==> config.mk <==
export PLATFORM = sky130hd
export DESIGN_NAME = cpu_flat
export DESIGN_NICKNAME = d
export VERILOG_FILES = /design/src/rtl/cpu_if.sv /design/src/rtl/cpu.sv /design/src/flat_wrapper.sv
export SDC_FILE = /design/constraint.sdc
export NUM_CORES = 1
export LEC_CHECK = 0
export BUFFER_PORTS_ARGS = -buffer_cell sky130_fd_sc_hd__buf_2
export CAP_MARGIN = 0
export CELL_PAD_IN_SITES_DETAIL_PLACEMENT = 1
export CELL_PAD_IN_SITES_GLOBAL_PLACEMENT = 2
export CORE_MARGIN = 5
export CORE_UTILIZATION = 48
export CTS_BUF_LIST = sky130_fd_sc_hd__clkbuf_4 sky130_fd_sc_hd__clkbuf_8
export DETAILED_ROUTE_END_ITERATION = 10
export GPL_ROUTABILITY_DRIVEN = 1
export GPL_TIMING_DRIVEN = 0
export MAX_ROUTING_LAYER = met4
export PLACE_DENSITY_LB_ADDON = 0.08
export RECOVER_POWER = 100
export REMOVE_ABC_BUFFERS = 1
export SYNTH_ARGS = -nofsm -noshare
export SYNTH_HDL_FRONTEND = slang
export SYNTH_SLANG_ARGS = --single-unit
export TNS_END_PERCENT = 20
==> constraint.sdc <==
create_clock -name clk -period 7.7 [get_ports clk]
set_input_delay 0.385 -clock clk [delete_from_list [all_inputs] [get_ports clk]]
set_output_delay 0.385 -clock clk [all_outputs]
set_load 0.1 [all_outputs]
==> src/rtl/cpu_if.sv <==
// rtl/cpu_if.sv - Program-memory and observation bus of the accumulator core.
interface cpu_if;
    logic [7:0] inst;
    logic       Y;
    logic [3:0] PC;
    logic [3:0] MAR;
    logic [7:0] MBR;
    logic [7:0] signal;

    modport master (input inst, output Y, PC, MAR, MBR, signal);
    modport slave  (output inst, input Y, PC, MAR, MBR, signal);
endinterface

==> src/rtl/cpu.sv <==
// rtl/cpu.sv - 8-bit accumulator core, five-state multicycle sequence, 16x8 data RAM.
// Optional carry flag and conditional JC enabled by defining CPU_CARRY_EN.
module cpu (
    input  logic  clk,
    input  logic  reset,
    cpu_if.master bus
);
    typedef enum logic [5:0] {
        S_F1   = 6'b000001,
        S_F2   = 6'b000010,
        S_DEC  = 6'b000100,
        S_MEM  = 6'b001000,
        S_EXE  = 6'b010000,
        S_HALT = 6'b100000
    } state_t;

    state_t     state_q, state_d;
    logic [3:0] pc_q, pc_d;
    logic [3:0] mar_q, mar_d;
    logic [7:0] mbr_q, mbr_d;
    logic [7:0] ir_q, ir_d;
    logic [7:0] a_q, a_d;
    logic       z_q, z_d;
    logic [7:0] ram_q [16];
    logic       ram_we;
    logic       a_wr;
    logic       c_wr;
    logic [8:0] res;
`ifdef CPU_CARRY_EN
    logic       c_q, c_d;
`else
    logic       unused_carry;
    assign unused_carry = res[8] ^ c_wr;
`endif

    always_ff @(posedge clk or negedge reset) begin
        if (!reset) begin
            state_q <= S_F1;
            pc_q    <= '0;
            mar_q   <= '0;
            mbr_q   <= '0;
            ir_q    <= '0;
            a_q     <= '0;
            z_q     <= 1'b0;
`ifdef CPU_CARRY_EN
            c_q     <= 1'b0;
`endif
        end else begin
            state_q <= state_d;
            pc_q    <= pc_d;
            mar_q   <= mar_d;
            mbr_q   <= mbr_d;
            ir_q    <= ir_d;
            a_q     <= a_d;
            z_q     <= z_d;
`ifdef CPU_CARRY_EN
            c_q     <= c_d;
`endif
        end
    end

    // STA writes the operand address straight from IR, so a following LDA sees it.
    always_ff @(posedge clk or negedge reset) begin
        if (!reset) begin
            for (int i = 0; i < 16; i++) ram_q[i] <= '0;
        end else if (ram_we) begin
            ram_q[ir_q[3:0]] <= a_q;
        end
    end

    always_comb begin
        state_d = state_q;
        pc_d    = pc_q;
        mar_d   = mar_q;
        mbr_d   = mbr_q;
        ir_d    = ir_q;
        a_d     = a_q;
        z_d     = z_q;
`ifdef CPU_CARRY_EN
        c_d     = c_q;
`endif
        ram_we  = 1'b0;
        a_wr    = 1'b0;
        c_wr    = 1'b0;
        res     = '0;
        case (state_q)
            S_F1: begin
                mar_d   = pc_q;
                state_d = S_F2;
            end
            S_F2: begin
                ir_d    = bus.inst;
                mbr_d   = bus.inst;
                pc_d    = pc_q + 4'd1;
                state_d = S_DEC;
            end
            S_DEC: begin
                mar_d   = ir_q[3:0];
                state_d = S_MEM;
            end
            S_MEM: begin
                mbr_d   = ram_q[mar_q];
                state_d = S_EXE;
            end
            S_EXE: begin
                state_d = S_F1;
                case (ir_q[7:4])
                    4'h1: begin res = {1'b0, mbr_q};                a_wr = 1'b1; end
                    4'h2: begin ram_we = 1'b1; mbr_d = a_q;                      end
                    4'h3: begin res = {1'b0, a_q} + {1'b0, mbr_q};  a_wr = 1'b1; c_wr = 1'b1; end
                    4'h4: begin res = {1'b0, a_q} - {1'b0, mbr_q};  a_wr = 1'b1; c_wr = 1'b1; end
                    4'h5: begin res = {1'b0, a_q & mbr_q};          a_wr = 1'b1; end
                    4'h6: begin res = {1'b0, a_q | mbr_q};          a_wr = 1'b1; end
                    4'h7: begin res = {1'b0, a_q ^ mbr_q};          a_wr = 1'b1; end
                    4'h8: begin res = {5'b0, ir_q[3:0]};            a_wr = 1'b1; end
                    4'h9: pc_d = ir_q[3:0];
                    4'hA: if (z_q) pc_d = ir_q[3:0];
`ifdef CPU_CARRY_EN
                    4'hB: if (c_q) pc_d = ir_q[3:0];
`endif
                    4'hC: begin res = {1'b0, ~a_q};                 a_wr = 1'b1; end
                    4'hD: begin res = {1'b0, a_q} + 9'd1;           a_wr = 1'b1; c_wr = 1'b1; end
                    4'hE: begin res = {1'b0, a_q} - 9'd1;           a_wr = 1'b1; c_wr = 1'b1; end
                    4'hF: state_d = S_HALT;
                    default: ;
                endcase
            end
            S_HALT: state_d = S_HALT;
            default: state_d = S_F1;
        endcase
        // Borrow of a 9-bit subtraction lands in res[8], same as carry of an add.
        if (a_wr) begin
            a_d   = res[7:0];
            z_d   = (res[7:0] == 8'd0);
            mbr_d = res[7:0];
        end
`ifdef CPU_CARRY_EN
        if (c_wr) c_d = res[8];
`endif
    end

    assign bus.Y   = (state_q == S_HALT);
    assign bus.PC  = pc_q;
    assign bus.MAR = mar_q;
    assign bus.MBR = mbr_q;
`ifdef CPU_CARRY_EN
    assign bus.signal = {c_q, z_q, state_q};
`else
    assign bus.signal = {1'b0, z_q, state_q};
`endif
endmodule

==> src/flat_wrapper.sv <==
// flat-port wrapper written by rule: the top's interface ports become plain ports
module cpu_flat 
  (clk, reset, bus_inst, bus_Y, bus_PC, bus_MAR, bus_MBR, bus_signal);
  cpu_if bus_i ();
  input  logic clk;
  input  logic reset;
  input wire logic [$bits(bus_i.inst)-1:0] bus_inst;
  output wire logic [$bits(bus_i.Y)-1:0] bus_Y;
  output wire logic [$bits(bus_i.PC)-1:0] bus_PC;
  output wire logic [$bits(bus_i.MAR)-1:0] bus_MAR;
  output wire logic [$bits(bus_i.MBR)-1:0] bus_MBR;
  output wire logic [$bits(bus_i.signal)-1:0] bus_signal;
  assign bus_i.inst = bus_inst;
  assign bus_Y = bus_i.Y;
  assign bus_PC = bus_i.PC;
  assign bus_MAR = bus_i.MAR;
  assign bus_MBR = bus_i.MBR;
  assign bus_signal = bus_i.signal;
  cpu u_core (.clk(clk), .reset(reset), .bus(bus_i));
endmodule
Yosys cells after proc, flatten, opt, wreduce, memory -nomap -nowiden
Cells that the tools add are included.
- shifts and indexed selects: 0
- multiplexer cells: 21
- bitwise logic cells: 6
- equality and inequality tests: 23
- $add $sub $neg: 5
- reduce and logical (&&, ||, !) cells: 8
- multipliers: 0
- div/mod/pow operators: 0
- $lt $le $gt $ge: 3
- operators by type and width (operator ; number):
    $bwmux W128 ; 1
    $pmux W8 S10 ; 1
    $mux W8 ; 6
    $pmux W6 S6 ; 1
    $bmux W8 S4 ; 1
    $demux W8 S4 ; 1
    $eq A4 B4 Y1 const B ; 7
    $pmux W4 S2 ; 3
    $pmux W8 S3 ; 1
    $eq A4 B3 Y1 const B ; 4
    $ge A5 B5 Y1 const B ; 2
    $not A4 Y5 ; 2
    $reduce_or A10 Y1 ; 1
    $ne A3 B2 Y1 const B ; 3
    $add A8 B1 Y8 const B ; 1
    $add A8 B8 Y8 ; 1
    $and A8 B8 Y8 ; 1
    $eq A4 B2 Y1 const B ; 2
    $logic_not A8 Y1 ; 1
    $not A8 Y8 ; 1
    $or A8 B8 Y8 ; 1
    $sub A8 B1 Y8 const B ; 1
    $sub A8 B8 Y8 ; 1
    $xor A8 B8 Y8 ; 1
    other kinds (17) ; 21
- latch bits: 0
- output and inout bits: 25
- flip-flop bits (word level): 167
- ROM bits: 0
- input bits: 10
- memories kept: 0
- RAM bits: 0

Logic depth before layout (Yosys ltp)
Gate-level depths: netlist (run 1).
- depth in word-level cells: 6
- depth in mapped cells: 17

Worst setup path after synthesis (run 1)
Ideal clock, no wire load.
- path kind: register to output
- start: reg u_core.state_q[2]
- end: out bus_Y
- stages on the path, launching flop included: 3
- slack: 3.544 ns
- arrival time: 3.771 ns
- cell sequence: dfrtp_1 or4_4 nor3b_1
- cells in the longest elaborated chain, start to end: 1
- ends and longest elaborated chain (item ; line ; RTL):
    start: declaration ; cpu.sv:17 ; state_t state_q, state_d;
    start signal: assignment ; cpu.sv:49 ; state_q <= state_d;
    $eq A6 B6 Y1 ; cpu.sv:142 ; assign bus.Y = (state_q == S_HALT);
    end: declaration ; flat_wrapper.sv:8 ; output wire logic [$bits(bus_i.Y)-1:0] bus_Y;
Every way passes these cells.

==> results of run 1 <==
-- worst min-delay path, delay by kind of cell --
| kind | cells | cell delay [ps] |
|---|---|---|
| buf+inv | 1 | 100 |
| simple gates | 2 | 100 |
-- per-stage QoR --
stage          instance area, um2  setup WS, ps   util  instances
5_1_grt                      9860          1600  0.524       1071
3_5_place_dp                 9560          3510  0.508       1038
6_report                     9860          2640  0.524       1071
3_3_place_gp                 9490          3570  0.504       1036
4_1_cts                     10000          3460  0.533       1071
2_1_floorplan                9000          3540      -        743
-- cell type report --
| type | instances | share of cell area |
|---|---|---|
| multi-input cells | 550 | 0.465 |
| flip-flops and latches | 167 | 0.424 |
| well taps | 260 | 0.0330 |
| clock inverters | 15 | 0.0244 |
| clock buffers | 17 | 0.0237 |
| repair buffers | 36 | 0.0194 |
| inverters | 26 | 0.00990 |
-- how the worst min path moves through the flow --
stage                     slack [ps]  depth (start not counted)                   startpoint                            to
after floorplan                   90                          0                        reset     u_core.a_q[0]$_DFFE_PN0P_
after global placement           460                          2  u_core.ram_q[0]$_DFFE_PN0P_   u_core.ram_q[0]$_DFFE_PN0P_
after detailed placement         440                          1                        reset  u_core.ram_q[33]$_DFFE_PN0P_
after CTS                        120                          3                  bus_inst[0]    u_core.ir_q[0]$_DFFE_PN0P_
after global routing             140                          3                  bus_inst[1]    u_core.ir_q[1]$_DFFE_PN0P_
final                            150                          3                  bus_inst[0]    u_core.ir_q[0]$_DFFE_PN0P_
-- state kept, by name, indices dropped and copies added (netlist names) --
signal          count
u_core.bus.MAR      4
u_core.bus.MBR      8
u_core.a_q          8
u_core.z_q          1
u_core.ir_q         8
u_core.bus.PC       4
u_core.state_q      6
u_core.ram_q      128
-- cells in the final DEF (no fill, tap or decap), types with 4 or more instances in the layout --
cell type	count
dfrtp_1	164
mux2_2	114
nand2_1	73
nor2_1	52
o21ai_0	43
mux4_2	40
a21oi_1	34
inv_1	26
ha_1	26
clkbuf_1	25
clkbuf_8	17
nand2b_1	15
a31oi_1	12
nor3_1	11
nand3_1	11
a21o_1	8
o22ai_1	8
buf_2	8
or3_1	7
a211oi_1	7
nor2b_1	7
a32oi_1	5
a221oi_1	5
mux2i_1	5
bufinv_16	5
xnor2_1	4
nor4_1	4
xor2_1	4
inv_6	4
-- timing repair --
item                                   4_1_cts  5_1_grt
hold buffers                                 1        0
endpoints found under the hold margin       78        0
gates resized for setup                      0        0
-- power breakdown --
part	switching (W)	total, W	internal [W]
logic	0.00119	0.00178	0.000590
clock network	0.000340	0.000733	0.000394
registers	0.000448	0.00142	0.000967
total	0.00198	0.00393	0.00195
-- metal layers --
| metal | wire [um] | vias up | GRT usage |
|---|---|---|---|
| li1 | - | 2910 | - |
| met1 | 11600 | 3442 | 0.333 |
| met2 | 13700 | 160 | 0.432 |
| met3 | 1080 | 37 | 0.0439 |
| met4 | 598 | 0 | 0.0674 |
| met5 | 0 | - | - |
-- kinds of logic (layout without fill, tap and decap cells) --
group | Yosys count | in the layout | synth area share
AOI/OAI and AO/OA | 153 | 153 | 0.109
xor gates and xnor gates | 8 | 8 | 0.00759
adders and majority gates | 27 | 27 | 0.0374
buffers and inverters | 80 | 94 | 0.0360
DFF | 167 | 167 | 0.453
muxes | 162 | 162 | 0.246
other | 1 | 1 | 0.000406
and+or+nand+nor | 199 | 199 | 0.112
==> flow_metrics.py, run 1 <==
metrics = {
    "clocking": {
        "worstSkewPairLatency_ps": 460,
        "cts_setup_buffers": 0,
        "numCtsBuffers": 17,
        "clkTransAtPathRegs_ps": 100,
        "cts.path.max_buffers": 2,
        "cts_root_buf": "clkbuf_8",
        "cts_tree": "done",
        "clock_sink_count": 167,
        "cts-htree-levels": 4,
    },
    "routing": {
        "antenna_left": 0,
        "firstDrtPassIters": 5,
        "via_per_inst": 6.11,
        "drt-initial-drc-count": 361,
        "vias": 6549,
        "post-route-drc-count": 0,
        "finalWirelength_um": 27000,
        "wl_per_cell_um": 25.2,
    },
    "sta": {
        "tightestPinTransition_ps": 4620,
        "period_share": 0.657,
        "finalClockSkew_ps": 20.9,
        "finalSetupViolations": 0,
        "drv_slew": 98,
        "rsz0062_at_grt": "false",
        "period_needed_ps": 5060,
        "fmax_mhz": 198,
        "max_slew_margin": -2.08,
        "finalHoldViolCount": 0,
        "setup-tns-final_ps": 0,
        "fin_hold_ws_ps": 146,
    },
    "logic_synthesis": {
        "yosysTopAreaCellShare": 0.450,
        "synth_area_leader_cell": "dfrtp_1",
        "synth.distinct_cells": 68,
        "syn_inst": 797,
        "syn_area_mm2": 0.00924,
        "synth-edff-count": 0,
        "synthTopCellsByArea": "dfrtp_1, mux2_2, mux4_2",
        "ys.flop_type": "dfrtp_1",
        "synth_common_cells": "dfrtp_1, mux2_2, nand2_1",
        "ys_seq_elements": 167,
        "yosysMostFrequentCell": "dfrtp_1",
        "syn_avg_cell_area_um2": 11.6,
        "async_reset_ff_frac": 1.00,
        "yosysSeqAreaShare": 0.453,
        "ys_warn_count": 0,
    },
    "final_layout": {
        "seq_area_mm2": 0.00418,
        "n_antenna_cell": 0,
        "fin_nets": 835,
        "area_growth_pct": 6.76,
        "drive_gt1_frac": 0.253,
        "multi_input_area_mm2": 0.00459,
        "fillers": 1995,
    },
    "grt": {
        "grt_pass1_wl_um": 42100,
        "grt_pass1_vias": 7001,
        "antenna_found_initial": 0,
        "grt_use_total": 0.260,
        "overflow": 0,
        "grt_max_degree": 89,
    },
    "worst_setup_path": {
        "required_ps": 6820,
        "startpoint": "reset",
        "path_class": "primary input to async pin",
        "crit_cells": 2,
        "path_buf_inv": 2,
        "endpoint": "u_core.bus.MAR[0]$_DFFE_PN0P_",
        "r2r_setup_slack_ps": 3320,
        "reg2regPathDepth": 12,
        "crit_chain": "dlygate4sd3_1 -> clkbuf_1",
        "slowest_delay_ps": 3230,
        "startpoint_type": "primary input",
        "critPathMaxFanout": 80,
        "r2r-start": "u_core.ir_q[6]$_DFFE_PN0P_",
        "cpLargestDelayFamily": "buffers and inverters",
        "worstReg2RegEnd": "u_core.bus.MBR[7]$_DFFE_PN0P_",
        "cpMaxStageDelayCell": "clkbuf_1",
        "crit_path_end_kind": "async pin",
        "cp.arrival_ps": 4180,
    },
    "placed_design": {
        "hpwlAfterDp_um": 18700,
        "gp_congestion": 0.872,
        "numPortBuffers": 33,
    },
    "hold_path": {
        "hold_path.class": "primary input to flop",
    },
    "flow_run": {
        "drv_cap": 3,
    },
    "status": {
        "outcome": "complete, but fails checks",
        "violations": "max-capacitance violations, max-slew violations",
    },
    "floorplanning": {
        "io_pins": 35,
        "coreArea_mm2": 0.0188,
        "rows": 50,
        "dieArea_mm2": 0.0221,
        "die_x_um": 149,
        "chipHeight_um": 149,
        "initial_core_util": 0.490,
    },
    "power_and_ir_drop": {
        "pwr_density_cell_mw_per_mm2": 399,
        "p_total_w": 0.00393,
        "leakage_nw": 4.50,
        "worst_ir_drop_vdd_mv": 0.177,
    },
}
(Power assumes the default switching activity.)
==> run 2, diff against run 1 <==
Settings changed: ABC_AREA set to 1, CORE_UTILIZATION 48 to 35.
Clock period 7.7 ns to 4.4 ns, I/O delays scaled along.
==> run 2 against run 1 <==
  * The run still ends with max-capacitance violations, max-slew violations left
  * Clock power up 62%
  * Routed wire length increased by 8.5%
  * Via count increased by 19%
  * Global-route usage down 4.1 points
==> flow_metrics.py, run 2 <==
metrics = {
    "floorplanning": {
        "initial_core_util": 0.353,
        "dieArea_mm2": 0.0286,
        "chipHeight_um": 169,
        "rows": 58,
        "io_pins": 35,
        "die_x_um": 169,
        "coreArea_mm2": 0.0251,
    },
    "final_layout": {
        "final_cell_mix": "nand2_1, o21ai_0, dfrtp_1",
        "largest_reg_flops": 128,
        "mostFrequentLayoutCell": "nand2_1",
        "area_growth_pct": 8.19,
        "drive_gt1_frac": 0.0565,
        "fin_nets": 1174,
        "top_register": "u_core.ram_q",
        "n_antenna_cell": 0,
    },
    "sta": {
        "period_needed_ps": 3560,
        "fmax_mhz": 281,
        "fin_hold_ws_ps": 33.6,
        "finalHoldViolCount": 0,
        "period_share": 0.810,
        "max_slew_margin": -0.361,
        "finalClockSkew_ps": 25.2,
        "rsz0062_at_grt": "false",
        "finalSetupViolations": 0,
        "tightestPinTransition_ps": 2040,
        "setup-tns-final_ps": 0,
        "drv_slew": 80,
    },
    "logic_synthesis": {
        "ys.flop_type": "dfrtp_1",
        "yosysMostFrequentCell": "nand2_1",
        "synth.distinct_cells": 47,
        "syn_inst": 1137,
        "synth_area_leader_cell": "dfrtp_1",
        "async_reset_ff_frac": 1.00,
        "ys_warn_count": 0,
        "synth_common_cells": "nand2_1, o21ai_0, dfrtp_1",
        "syn_area_mm2": 0.00887,
        "synthTopCellsByArea": "dfrtp_1, nand2_1, o21ai_0",
        "ys_seq_elements": 167,
        "yosysTopAreaCellShare": 0.468,
        "yosysSeqAreaShare": 0.471,
        "synth-edff-count": 0,
        "syn_avg_cell_area_um2": 7.80,
    },
    "worst_setup_path": {
        "slowest_delay_ps": 480,
        "startpoint_type": "flop",
        "cpMostUsedCell": "nand2_1",
        "path_class": "flop to flop",
        "required_ps": 4810,
        "cpMaxStageDelayCell": "dfrtp_1",
        "crit_chain": "nor2_1 -> nand2_1 -> nand2_1 -> nand2_1 -> o21ai_0 -> ha_1 -> a21oi_1 -> nand2_1 -> or2_2 -> nand3_1 -> nand2_1 -> o21ai_1 -> nand3_1 -> nor2_1 -> nand2_1 -> nand2_1",
        "crit_path_end_kind": "flop",
        "cp.arrival_ps": 3980,
        "critPathMaxFanout": 8,
    },
    "grt": {
        "overflow": 0,
        "grt_max_degree": 90,
        "antenna_found_initial": 0,
        "grt_pass1_vias": 8143,
        "grt_use_total": 0.219,
        "grt_pass1_wl_um": 47700,
    },
    "routing": {
        "via_per_inst": 5.25,
        "firstDrtPassIters": 5,
        "top_layer_used": "met4",
        "antenna_left": 0,
        "wl_met1_um": 14700,
        "finalWirelength_um": 29300,
        "wl_per_cell_um": 19.8,
        "drt-initial-drc-count": 447,
        "met2_wirelength_um": 13300,
        "wl_met3_um": 587,
        "vias": 7765,
        "post-route-drc-count": 0,
    },
    "clocking": {
        "cts_resized": 0,
        "numCtsBuffers": 17,
        "cts-htree-levels": 4,
        "clkTransAtPathRegs_ps": 110,
        "cts.path.max_buffers": 2,
        "cts_root_buf": "clkbuf_8",
        "worstSkewPairLatency_ps": 470,
        "clock_sink_count": 167,
        "cts_tree": "done",
    },
    "flow_run": {
        "drv_cap": 1,
    },
    "power_and_ir_drop": {
        "p_total_w": 0.00690,
        "leakage_nw": 4.32,
        "pwr_density_cell_mw_per_mm2": 719,
        "worst_ir_drop_vdd_mv": 0.504,
    },
    "status": {
        "violations": "max-capacitance violations, max-slew violations",
        "outcome": "complete, but fails checks",
    },
    "placed_design": {
        "gp_congestion": 0.826,
        "hpwlAfterDp_um": 19500,
        "numPortBuffers": 33,
    },
    "hold_path": {
        "hold_path.class": "primary input to flop",
    },
}
run 2: final cells by class:
cell class              count  area (um2)
clock inverters            14         176
multi-input cells         844        4100
well taps                 330         413
flip-flops and latches    167        4180
clock buffers              18         248
inverters                  66         248
fillers                  3153       15500
repair buffers             41         234
run 2: what timing repair did:
| action | CTS | global route |
|---|---|---|
| setup buffers | 0 | 0 |
| endpoints found under the setup margin | 0 | 0 |
| endpoints found under the hold margin | 81 | 0 |
| hold buffers | 5 | 0 |
run 2: worst paths after layout:
check                                              from                             to  slack (ps)  cells past startpoint
setup reg to reg             u_core.ir_q[4]$_DFFE_PN0P_         u_core.z_q$_DFFE_PN0P_         840                     16
hold reg to reg            u_core.ram_q[90]$_DFFE_PN0P_   u_core.ram_q[90]$_DFFE_PN0P_         490                      2
max in group asynchronous                         reset  u_core.bus.MBR[3]$_DFFE_PN0P_        1230                      3
hold / removal                              bus_inst[1]     u_core.ir_q[1]$_DFFE_PN0P_          30                      3
setup / recovery             u_core.ir_q[4]$_DFFE_PN0P_         u_core.z_q$_DFFE_PN0P_         840                     16
min in group asynchronous                         reset   u_core.ram_q[86]$_DFFE_PN0P_         860                      2
run 2: power by group:
group | switching [W] | internal [W] | total (W) | leakage [nW]
combinational | 0.00274 | 0.000905 | 0.00365 | 1.84
sequential | 0.000365 | 0.00170 | 0.00207 | 2.27
clock | 0.000686 | 0.000501 | 0.00119 | 0.215
run 2: stage by stage:
stage / worst slack (ps) / util / instances / area [um2]
2_1_floorplan: -239 / - / 1077 / 8610
3_3_place_gp: -695 / 0.366 / 1440 / 9180
3_5_place_dp: 1300 / 0.369 / 1443 / 9260
4_1_cts: 1260 / 0.388 / 1480 / 9740
5_1_grt: 495 / 0.382 / 1480 / 9600
6_report: 838 / 0.382 / 1480 / 9600
run 2: logic make-up (layout without fill, tap and decap cells):
kind of cell / count (synthesis) / after routing / synth area share
AO/OA/AOI/OAI: 321 / 321 / 0.191
XOR/XNOR: 5 / 5 / 0.00493
adder cells (fa/ha/maj): 27 / 27 / 0.0389
buffers and inverters: 126 / 139 / 0.0581
flip-flops: 167 / 167 / 0.471
other: 1 / 1 / 0.000423
AND/OR/NAND/NOR: 490 / 490 / 0.235
run 2: critical path: cells and delay by family, from the launching register on:
| kind | cells | cell delay [ps] |
|---|---|---|
| fa+ha+maj | 1 | 310 |
| simple gates | 12 | 2190 |
| compound gates | 3 | 530 |
| flops | 1 | 480 |
run 2: routing by layer:
layer,up-vias,track usage
met2,112,0.337
met4,0,0.0616
met1,3831,0.307
li1,3793,-
met3,29,0.0240
met5,-,-
